$ cat config.mk
export PLATFORM = sky130hd
export DESIGN_NAME = pkt_dispatch_ctrl
export DESIGN_NICKNAME = d
export VERILOG_FILES = /design/src/rtl/pkt_defs.sv /design/src/rtl/pkt_pending_buf.sv /design/src/rtl/pkt_dispatch_ctrl.sv
export SDC_FILE = /design/constraint.sdc
export NUM_CORES = 1
export LEC_CHECK = 0
export BUFFER_PORTS_ARGS = -buffer_cell sky130_fd_sc_hd__buf_2
export CAP_MARGIN = 15
export CELL_PAD_IN_SITES_DETAIL_PLACEMENT = 0
export CELL_PAD_IN_SITES_GLOBAL_PLACEMENT = 2
export CORE_UTILIZATION = 37
export DETAILED_ROUTE_END_ITERATION = 10
export PLACE_DENSITY = 0.88
export SKIP_LAST_GASP = 1
export SLEW_MARGIN = 30
export SYNTH_ARGS = -nofsm -noshare
export SYNTH_HDL_FRONTEND = slang
export SYNTH_SLANG_ARGS = --single-unit
$ cat constraint.sdc
create_clock -name clk -period 3 [get_ports clk]
set_input_delay 0.45 -clock clk [delete_from_list [all_inputs] [get_ports clk]]
set_output_delay 0.45 -clock clk [all_outputs]
set_load 0.05 [all_outputs]
$ cat src/rtl/pkt_defs.sv
// Shared definitions for the packet dispatch controller.
// Holds packet-type codes, the dispatch FSM state encoding, the default stage
// timeout, and helpers that map a packet type to its stage list and walk it.
// Optional build macro used by the top: PKT_DROP_CNT_EN.
package pkt_defs;

  localparam int unsigned TIMEOUT_DEF = 16;

  // Packet type codes carried on fPktType
  localparam logic [2:0] PKT_HB       = 3'b000;
  localparam logic [2:0] PKT_DATA     = 3'b001;
  localparam logic [2:0] PKT_ACK      = 3'b010;
  localparam logic [2:0] PKT_ROUTE    = 3'b011;
  localparam logic [2:0] PKT_SYNC     = 3'b100;
  localparam logic [2:0] PKT_ALERT    = 3'b101;
  localparam logic [2:0] PKT_SOS      = 3'b110;
  localparam logic [2:0] PKT_INV_TYPE = 3'b111;

  typedef enum logic [2:0] {
    IDLE  = 3'd0,
    S_MNI = 3'd1,
    S_KCH = 3'd2,
    S_QTU = 3'd3,
    S_RWD = 3'd4
  } pkt_state_e;

  // Stage mask bit order: {MNI, KCH, QTU, RWD}
  function automatic logic [3:0] stage_map(input logic [2:0] ptype,
                                           input logic       dst_match);
    logic [3:0] m;
    case (ptype)
      PKT_HB, PKT_SYNC:  m = 4'b1001;
      PKT_DATA:          m = 4'b1100;
      PKT_ACK:           m = 4'b0101;
      PKT_ROUTE:         m = 4'b0011;
      PKT_ALERT, PKT_SOS: m = {3'b001, dst_match};
      default:           m = 4'b0000;
    endcase
    return m;
  endfunction

  // Next required stage strictly after cur (IDLE = before the first stage)
  function automatic pkt_state_e next_stage(input pkt_state_e cur,
                                            input logic [3:0] m);
    pkt_state_e nxt;
    nxt = IDLE;
    case (cur)
      IDLE: begin
        if (m[3])      nxt = S_MNI;
        else if (m[2]) nxt = S_KCH;
        else if (m[1]) nxt = S_QTU;
        else if (m[0]) nxt = S_RWD;
      end
      S_MNI: begin
        if (m[2])      nxt = S_KCH;
        else if (m[1]) nxt = S_QTU;
        else if (m[0]) nxt = S_RWD;
      end
      S_KCH: begin
        if (m[1])      nxt = S_QTU;
        else if (m[0]) nxt = S_RWD;
      end
      S_QTU: begin
        if (m[0])      nxt = S_RWD;
      end
      default: nxt = IDLE;
    endcase
    return nxt;
  endfunction

endpackage

$ cat src/rtl/pkt_pending_buf.sv
// One-entry holding slot for a packet header that arrives while busy.
// Ports: clk, nrst; push stores in_* (wins over pop, so push+pop replaces the
// entry); pop empties the slot; valid/out_* present the held header.
module pkt_pending_buf #(
  parameter int unsigned ID_W = 16
) (
  input  logic            clk,
  input  logic            nrst,
  input  logic            push,
  input  logic            pop,
  input  logic [2:0]      in_type,
  input  logic [ID_W-1:0] in_my_id,
  input  logic [ID_W-1:0] in_dst_id,
  output logic            valid,
  output logic [2:0]      out_type,
  output logic [ID_W-1:0] out_my_id,
  output logic [ID_W-1:0] out_dst_id
);

  // Slot storage
  always_ff @(posedge clk or negedge nrst) begin
    if (!nrst) begin
      valid      <= 1'b0;
      out_type   <= 3'b000;
      out_my_id  <= '0;
      out_dst_id <= '0;
    end else if (push) begin
      valid      <= 1'b1;
      out_type   <= in_type;
      out_my_id  <= in_my_id;
      out_dst_id <= in_dst_id;
    end else if (pop) begin
      valid      <= 1'b0;
    end
  end

endmodule

$ cat src/rtl/pkt_dispatch_ctrl.sv
// Packet dispatch controller: runs each packet through its required subset of
// the MNI -> KCH -> QTU -> RWD stages, with per-stage timeout and a one-entry
// pending slot for headers that arrive while busy.
// Ports: clk, nrst (async active-low); newpkt/fPktType/myNodeID/destinationID
// header strobe; done_* stage completions; en_* stage-start pulses; busy;
// iAmDestination; pkt_drop and timeout_err pulses.
// Build macro PKT_DROP_CNT_EN adds drop_cnt, a saturating count of pkt_drop.
module pkt_dispatch_ctrl
  import pkt_defs::*;
#(
  parameter int unsigned TIMEOUT = TIMEOUT_DEF,
  parameter int unsigned ID_W    = 16
) (
  input  logic            clk,
  input  logic            nrst,
  input  logic            newpkt,
  input  logic [2:0]      fPktType,
  input  logic [ID_W-1:0] myNodeID,
  input  logic [ID_W-1:0] destinationID,
  input  logic            done_MNI,
  input  logic            done_KCH,
  input  logic            done_QTU,
  input  logic            done_reward,
  output logic            en_MNI,
  output logic            en_KCH,
  output logic            en_QTU,
  output logic            en_reward,
  output logic            iAmDestination,
  output logic            busy,
  output logic            pkt_drop,
  output logic            timeout_err
`ifdef PKT_DROP_CNT_EN
  ,
  output logic [7:0]      drop_cnt
`endif
);

  localparam int unsigned CNT_W = ($clog2(TIMEOUT + 1) > 5) ? $clog2(TIMEOUT + 1) : 5;

  pkt_state_e      state_q, state_n;
  logic [2:0]      type_q, type_n;
  logic [ID_W-1:0] my_q, my_n, dst_q, dst_n;
  logic [CNT_W-1:0] cnt_q, cnt_n;
  logic            first_q, first_n;

  logic            pend_valid, push, pop;
  logic [2:0]      pend_type;
  logic [ID_W-1:0] pend_my, pend_dst;

  logic            ld;
  logic [2:0]      ld_type;
  logic [ID_W-1:0] ld_my, ld_dst;
  logic            new_ok, new_taken, done_sel, adv;
  pkt_state_e      nxt;
  logic            drop_n, tmo_n, busy_n, iam_n;
  logic [3:0]      en_n;

  pkt_pending_buf #(.ID_W(ID_W)) u_pend (
    .clk        (clk),
    .nrst       (nrst),
    .push       (push),
    .pop        (pop),
    .in_type    (fPktType),
    .in_my_id   (myNodeID),
    .in_dst_id  (destinationID),
    .valid      (pend_valid),
    .out_type   (pend_type),
    .out_my_id  (pend_my),
    .out_dst_id (pend_dst)
  );

  // State and latched header
  always_ff @(posedge clk or negedge nrst) begin
    if (!nrst) begin
      state_q <= IDLE;
      type_q  <= 3'b000;
      my_q    <= '0;
      dst_q   <= '0;
      cnt_q   <= '0;
      first_q <= 1'b0;
    end else begin
      state_q <= state_n;
      type_q  <= type_n;
      my_q    <= my_n;
      dst_q   <= dst_n;
      cnt_q   <= cnt_n;
      first_q <= first_n;
    end
  end

  // Next-state, slot control and next output values
  always_comb begin
    state_n   = state_q;
    type_n    = type_q;
    my_n      = my_q;
    dst_n     = dst_q;
    cnt_n     = cnt_q;
    first_n   = 1'b0;
    push      = 1'b0;
    pop       = 1'b0;
    ld        = 1'b0;
    ld_type   = fPktType;
    ld_my     = myNodeID;
    ld_dst    = destinationID;
    new_taken = 1'b0;
    done_sel  = 1'b0;
    adv       = 1'b0;
    tmo_n     = 1'b0;
    nxt       = IDLE;

    new_ok = newpkt && (fPktType != PKT_INV_TYPE);
    drop_n = newpkt && (fPktType == PKT_INV_TYPE);

    case (state_q)
      S_MNI:   done_sel = done_MNI;
      S_KCH:   done_sel = done_KCH;
      S_QTU:   done_sel = done_QTU;
      S_RWD:   done_sel = done_reward;
      default: done_sel = 1'b0;
    endcase

    // Done is ignored on the enable cycle; reaching TIMEOUT forces the advance
    if (state_q != IDLE) begin
      adv   = (!first_q && done_sel) || (cnt_q == CNT_W'(TIMEOUT));
      tmo_n = !adv && (cnt_q == CNT_W'(TIMEOUT - 1));
      cnt_n = cnt_q + CNT_W'(1);
    end

    if (state_q == IDLE) begin
      if (new_ok) begin
        ld        = 1'b1;
        new_taken = 1'b1;
      end
    end else if (adv) begin
      nxt = next_stage(state_q, stage_map(type_q, my_q == dst_q));
      if (nxt != IDLE) begin
        state_n = nxt;
        cnt_n   = '0;
        first_n = 1'b1;
      end else if (pend_valid) begin
        pop     = 1'b1;
        ld      = 1'b1;
        ld_type = pend_type;
        ld_my   = pend_my;
        ld_dst  = pend_dst;
      end else if (new_ok) begin
        ld        = 1'b1;
        new_taken = 1'b1;
      end else begin
        state_n = IDLE;
        cnt_n   = '0;
      end
    end

    // Start a packet from its first required stage
    if (ld) begin
      type_n  = ld_type;
      my_n    = ld_my;
      dst_n   = ld_dst;
      state_n = next_stage(IDLE, stage_map(ld_type, ld_my == ld_dst));
      cnt_n   = '0;
      first_n = 1'b1;
    end

    // A header arriving while busy goes to the slot if it is (or is becoming) free
    if (new_ok && !new_taken) begin
      if (!pend_valid || pop) push = 1'b1;
      else                    drop_n = 1'b1;
    end

    en_n   = {first_n && (state_n == S_MNI), first_n && (state_n == S_KCH),
              first_n && (state_n == S_QTU), first_n && (state_n == S_RWD)};
    busy_n = (state_n != IDLE);
    iam_n  = busy_n && (my_n == dst_n);
  end

  // Registered outputs
  always_ff @(posedge clk or negedge nrst) begin
    if (!nrst) begin
      en_MNI         <= 1'b0;
      en_KCH         <= 1'b0;
      en_QTU         <= 1'b0;
      en_reward      <= 1'b0;
      busy           <= 1'b0;
      iAmDestination <= 1'b0;
      pkt_drop       <= 1'b0;
      timeout_err    <= 1'b0;
    end else begin
      {en_MNI, en_KCH, en_QTU, en_reward} <= en_n;
      busy           <= busy_n;
      iAmDestination <= iam_n;
      pkt_drop       <= drop_n;
      timeout_err    <= tmo_n;
    end
  end

`ifdef PKT_DROP_CNT_EN
  // Saturating drop counter, stepped on the same edge that raises pkt_drop
  always_ff @(posedge clk or negedge nrst) begin
    if (!nrst)                         drop_cnt <= 8'd0;
    else if (drop_n && drop_cnt != 8'hFF) drop_cnt <= drop_cnt + 8'd1;
  end
`else
  // Drop counter not built
`endif

endmodule

# == Word-level counts from Yosys, hierarchy flattened ==
# Index checks and enable logic that the tools add are counted.
# word_totals
wordCells,141
reg_bits,88
# op_classes
addsub,1
n_eq_ne,27
mux,68
n_reduce_logical,27
# op_table
op,count
16-bit 2-to-1 mux,10
3-bit 2-to-1 mux,21
16-bit == test,3
5-bit 2-to-1 mux,7
"3-bit == test, second input constant",9
1-bit 2-to-1 mux,25
"3-bit by 2-bit == test with 1-bit output, second input constant",8
4-bit one-hot mux with 5 select lines,1
3-bit one-hot mux with 5 select lines,1
"3-bit by 1-bit == test with 1-bit output, second input constant",4
1-bit logical AND,10
3-bit zero test,3
3-bit one-hot mux with 3 select lines,1
3-bit nonzero test,3
2-bit OR reduction,4
"5-bit by 1-bit adder with 5-bit output, second input constant",1
"5-bit by 4-bit == test with 1-bit output, second input constant",1
"5-bit == test, second input constant",1
1-bit zero test,4
4-bit 2-to-1 mux,1
1-bit one-hot mux with 4 select lines,1
"3-bit != test, second input constant",1
1-bit logical OR,2
2-bit nonzero test,1

# == Logic depth before layout (Yosys ltp) ==
# depth
depth_word,28
ltp_mapped,14
ltp_nobuf,12

# == Hierarchy ==
# Synthesis repeated with hierarchy kept, for this count alone.
# hier_totals
hier_cells,448
area_unflattened_um2,4760.8
# modules_own_cells
mod,cells_per_inst,seq_area_each_um2,instances,area_per_inst_um2
pkt_dispatch_ctrl,371,1301.2,1,3274.4
pkt_pending_buf,77,900.9,1,1486.4

# == Worst setup path before layout ==
# OpenSTA, ideal clock, no wires.
# synth_timing
path_type,register to register
startpoint,register state_q[2]
endpoint,register iAmDestination
slack_ps,270
path_stages_with_launch,12
synth_period_minus_slack_ps,2730
setup_ps,95
arrival_ps,2635
required_ps,2905
path_cell_list,dfrtp_1 -> nand3b_1 -> a211oi_4 -> nor3_2 -> a21oi_4 -> and2_1 -> buf_6 -> buf_8 -> nand3_2 -> o2bb2ai_1 -> or4b_1 -> nor4b_2
# synth_via
elab_chain_cells,19
# synth_rtl
item,line_no,source
"start, declared",pkt_dispatch_ctrl.sv:40,"pkt_state_e state_q, state_n;"
"start signal, assigned",pkt_dispatch_ctrl.sv:82,state_q <= state_n;
3-bit by 2-bit == test with 1-bit output / 3-bit by 1-bit == test with 1-bit output (equally long branches),"pkt_defs.sv:47, pkt_dispatch_ctrl.sv:114",
3-bit one-hot mux with 3 select lines,pkt_defs.sv:47,case (cur)
3-bit 2-to-1 mux,pkt_dispatch_ctrl.sv:134,end else if (adv) begin
3-bit 2-to-1 mux,pkt_dispatch_ctrl.sv:129,if (state_q == IDLE) begin
3-bit nonzero test,pkt_dispatch_ctrl.sv:136,if (nxt != IDLE) begin
3-bit 2-to-1 mux,pkt_dispatch_ctrl.sv:136,
3-bit 2-to-1 mux,pkt_dispatch_ctrl.sv:134,
3-bit 2-to-1 mux,pkt_dispatch_ctrl.sv:129,
[4 not listed],--,
3-bit 2-to-1 mux,pkt_defs.sv:52,else if (m[0]) nxt = S_RWD;
3-bit 2-to-1 mux,pkt_defs.sv:51,else if (m[1]) nxt = S_QTU;
3-bit 2-to-1 mux,pkt_defs.sv:50,else if (m[2]) nxt = S_KCH;
3-bit 2-to-1 mux,pkt_defs.sv:49,if (m[3]) nxt = S_MNI;
3-bit 2-to-1 mux,pkt_dispatch_ctrl.sv:156,if (ld) begin
3-bit nonzero test,pkt_dispatch_ctrl.sv:173,busy_n = (state_n != IDLE);
1-bit logical AND (*),pkt_dispatch_ctrl.sv:174,iam_n = busy_n && (my_n == dst_n);
named net iam_n,pkt_dispatch_ctrl.sv:55,"logic drop_n, tmo_n, busy_n, iam_n;"
"end signal, assigned",pkt_dispatch_ctrl.sv:191,iAmDestination <= iam_n;
"end, declared",pkt_dispatch_ctrl.sv:28,"output logic iAmDestination,"
# Mark *: on every way through the listed nets, which the timed path passes. The rest lies on a longest branch. The select of a mux whose other input is x is not followed.
# A chain may end at the register's enable or synchronous reset.

# == Final worst setup path ==
# layout_timing
startpoint,register state_q[0]
endpoint,register u_pend.out_dst_id[7]
# layout_via
elab_chain_cells,11
# layout_rtl
item,line_no,source
3-bit by 2-bit == test with 1-bit output / 3-bit by 1-bit == test with 1-bit output (equally long branches),"pkt_defs.sv:47, pkt_dispatch_ctrl.sv:114",
3-bit one-hot mux with 3 select lines,pkt_defs.sv:47,
3-bit 2-to-1 mux,pkt_dispatch_ctrl.sv:134,
3-bit 2-to-1 mux,pkt_dispatch_ctrl.sv:129,
3-bit nonzero test,pkt_dispatch_ctrl.sv:136,
1-bit 2-to-1 mux,pkt_dispatch_ctrl.sv:136,
1-bit 2-to-1 mux,pkt_dispatch_ctrl.sv:134,
1-bit 2-to-1 mux,pkt_dispatch_ctrl.sv:129,
1-bit logical OR / 1-bit zero test (equally long branches),"pkt_dispatch_ctrl.sv:167, pkt_dispatch_ctrl.sv:166",
1-bit 2-to-1 mux / 1-bit logical AND (equally long branches),"pkt_dispatch_ctrl.sv:167, pkt_dispatch_ctrl.sv:166",
1-bit 2-to-1 mux (*),pkt_dispatch_ctrl.sv:166,if (new_ok && !new_taken) begin
"end signal, assigned",pkt_pending_buf.sv:31,out_dst_id <= in_dst_id;
"end, declared",pkt_pending_buf.sv:17,output logic [ID_W-1:0] out_dst_id
# Mark *: on every way between the ends. The rest lies on a longest branch, timed or not. The select of a mux whose other input is x is not followed.

==> results.cfg <==
[synthesis]
synth_nets = 507
synth-simple-area-share = 0.169
synth_area_leader_cell = dfrtp_1
synth_compound_area_frac = 0.116
yosysWarnings = 0
synth_area_leaders = dfrtp_1, mux2_2, nand2_1, xnor2_1, a31oi_1
synth_top_family_by_area = simple AND/OR/NAND/NOR gates
synthAdderAreaFrac = 0.00821
yosysSeqAreaShare = 0.482
yosysUniqueCellTypes = 48
synth_top_area_share = 0.482
syn_inst = 462
async_flop_share = 1.00
synthFlopType = dfrtp_1
synth_area_um2 = 4570
ys_ff_latch = 88
syn-mean-instance-area_um2 = 9.89
synthMuxAreaShare = 0.0972
synth_edf_count = 0
synth_xor_area_frac = 0.0920

[pwr]
clkPwrFrac = 0.155
p_switching_mw = 2.99
pwr-share-seq = 0.310
comb_power_share = 0.535
p_int_mw = 4.24
total_power_mw = 7.22
sw_frac_of_total = 0.413
powerDensity_nw_per_um2 = 1280
leakagePower_nw = 2.48
peakVddDrop_mv = 0.379

[floorplanning]
die_h_um = 113
ios = 50
initial_core_util = 0.380
core-area_um2 = 12000
die_w_um = 113
die-area_um2 = 12800
row_count = 40

[routing]
drt_iter0_markers = 119
wirelength_mm = 11.3
post_drt_wl_per_cell_um = 16.3
via_count = 3592
dr.pass1.iters = 4
ant_nets = 0
route.detailed.drc = 0
vias_per_cell = 5.20

[global_routing]
grt_pass1_vias = 3457
antenna_found_initial = 0
grt-ovfl-total = 0
grt_pass1_wl_mm = 17.1
grt_usage = 0.173
grt_max_degree = 60

[cts]
cts_made_buffers = 9
clock-sinks = 88
cts.clk_slew.worst_paths_ps = 60
cts_htree_levels = 3
root_buffer = clkbuf_16
cts_buffer_depth = 2
tritoncts = built
clock_latency_ps = 340

[setup_path]
r2r-end = u_pend.out_dst_id[7]
cp.arrival_ps = 3170
slowest_delay_ps = 410
crit_type = register to register
end_kind = register
crit_fanout = 6
reg2regPathDepth = 14
crit_path_start_kind = register
critical_path.cell_chain = buf_2 -> and4b_1 -> a311oi_2 -> o22ai_1 -> a31oi_2 -> buf_6 -> buf_4 -> buf_4 -> nor2b_1 -> o21ai_1 -> nand2_2 -> buf_12 -> clkbuf_16 -> mux2_2
required_ps = 3230
rrSetupSlack_ps = 60
cp_slowest_cell = dfrtp_2
cp_common_cell = buf_4
crit-reg2reg-launch = state_q[0]

[cells_and_area]
area_growth_syn_to_layout_pct = 23.8
layout_commonest_cell = dfrtp_1
diodes = 0
fin_nets = 585
drive_above_1_share = 0.301
fillers = 1164
mostFrequentLayoutCells = dfrtp_1, nand2_1, buf_2

[timing]
clock_skew_ps = 7.81
finalCritPeriodShare = 0.982
report.final.setup_viol = 0
worst_pin_slew_ps = 779
rsz0062_at_grt = true
hold_violations = 0
hold_ws_ps = 182
fmax_mhz = 340
finalMaxSlewViolations = 0
period_needed_ps = 2940
slew_headroom = 0.481

[placed_design]
hpwl_mm = 7.43
port_buffers = 49
place.gp.congestion = 0.822

[outcome]
outcome = completed

[run]
cap_violations = 0

[min_path]
hp-class = input pin to async pin
==> Yosys cell counts, drive strengths merged (5+ instances only) <==
library cell / count
dfrtp: 88
nand2: 80
nor2: 40
a31oi: 35
mux2: 35
xnor2: 30
buf: 19
a21oi: 18
xor2: 18
nand3: 12
o21ai: 11
nor3: 10
inv: 8
clkbuf: 6
nand4: 6
mux2i: 5
==> power by group through the flow <==
stage               clock, mW  sequential (mW)  combinational (mW)
detailed placement          0             2.26                3.45
floorplan                   0             2.23                2.50
global placement            0             2.23                3.37
global route             1.19             2.31                4.22
CTS                      1.15             2.24                3.48
finish                   1.12             2.24                3.86
==> state kept, by name, indices dropped and copies added (netlist names), 3 cells and up <==
register,flops
dst_q,16
type_q,3
u_pend.out_my_id,16
state_q,3
cnt_q,5
u_pend.out_dst_id,16
my_q,16
u_pend.out_type,3
==> worst max path at each step <==
stage | end | depth (start not counted) | from
2_1_floorplan | iAmDestination | 11 | state_q[2]
3_3_place_gp | iAmDestination | 11 | cnt_q[0]
3_5_place_dp | iAmDestination | 11 | cnt_q[0]
4_1_cts | iAmDestination | 10 | state_q[0]
5_1_grt | u_pend.out_dst_id[4] | 14 | state_q[0]
6_report | u_pend.out_dst_id[7] | 14 | state_q[0]
==> critical path: cells and delay by family (launching register included) <==
kind                   cells  cell delay (ps)
AO/OA/AOI/OAI              4              760
multiplexers               1              330
flip-flops                 1              410
AND/OR/NAND/NOR            3              450
buffers and inverters      6              890
==> cell families after synthesis <==
| kind of cell | Yosys count |
|---|---|
| AOI/OAI and AO/OA | 81 |
| adders and majority gates | 3 |
| buffers and inverters | 33 |
| and+or+nand+nor | 169 |
| xor gates and xnor gates | 48 |
| DFF | 88 |
| muxes | 40 |
==> layout make-up <==
cell class                      count  area [um2]  area share
Sequential cell                    88        2200       0.390
Inverter                            8        30.0     0.00531
Timing Repair Buffer               92         657       0.116
Clock inverter                      5        57.6      0.0102
Multi-Input combinational cell    341        2280       0.404
Tap cell                          147         184      0.0325
Clock buffer                       10         239      0.0422
==> per-stage QoR <==
step / setup TNS (ps) / setup slack, ps / utilization / instances / instance area [um2]
floorplan: 0 / 270 / - / 462 / 4570
global placement: 0 / 12.1 / 0.426 / 660 / 5110
detailed placement: -90.2 / -90.2 / 0.426 / 660 / 5110
CTS: 0 / 16.3 / 0.451 / 675 / 5420
global route: -1960 / -69.9 / 0.471 / 691 / 5660
finish: 0 / 55.4 / 0.471 / 691 / 5660
==> metal layers <==
metal  track usage  share of wire  up-vias
li1              -              -     1754
met1         0.230           0.46     1754
met2         0.280           0.48       70
met3        0.0252          0.032       14
met4        0.0781          0.025        0
met5             0              0        -
==> what timing repair did <==
action / 4_1_cts / 5_1_grt
cloned: 0 / 6
pin swaps: 0 / 7
endpoints found under the setup margin: 1 / 2
hold buffers: 0 / 0
resized for setup: 3 / 16
buffers inserted: 0 / 10
(Power assumes the default switching activity.)
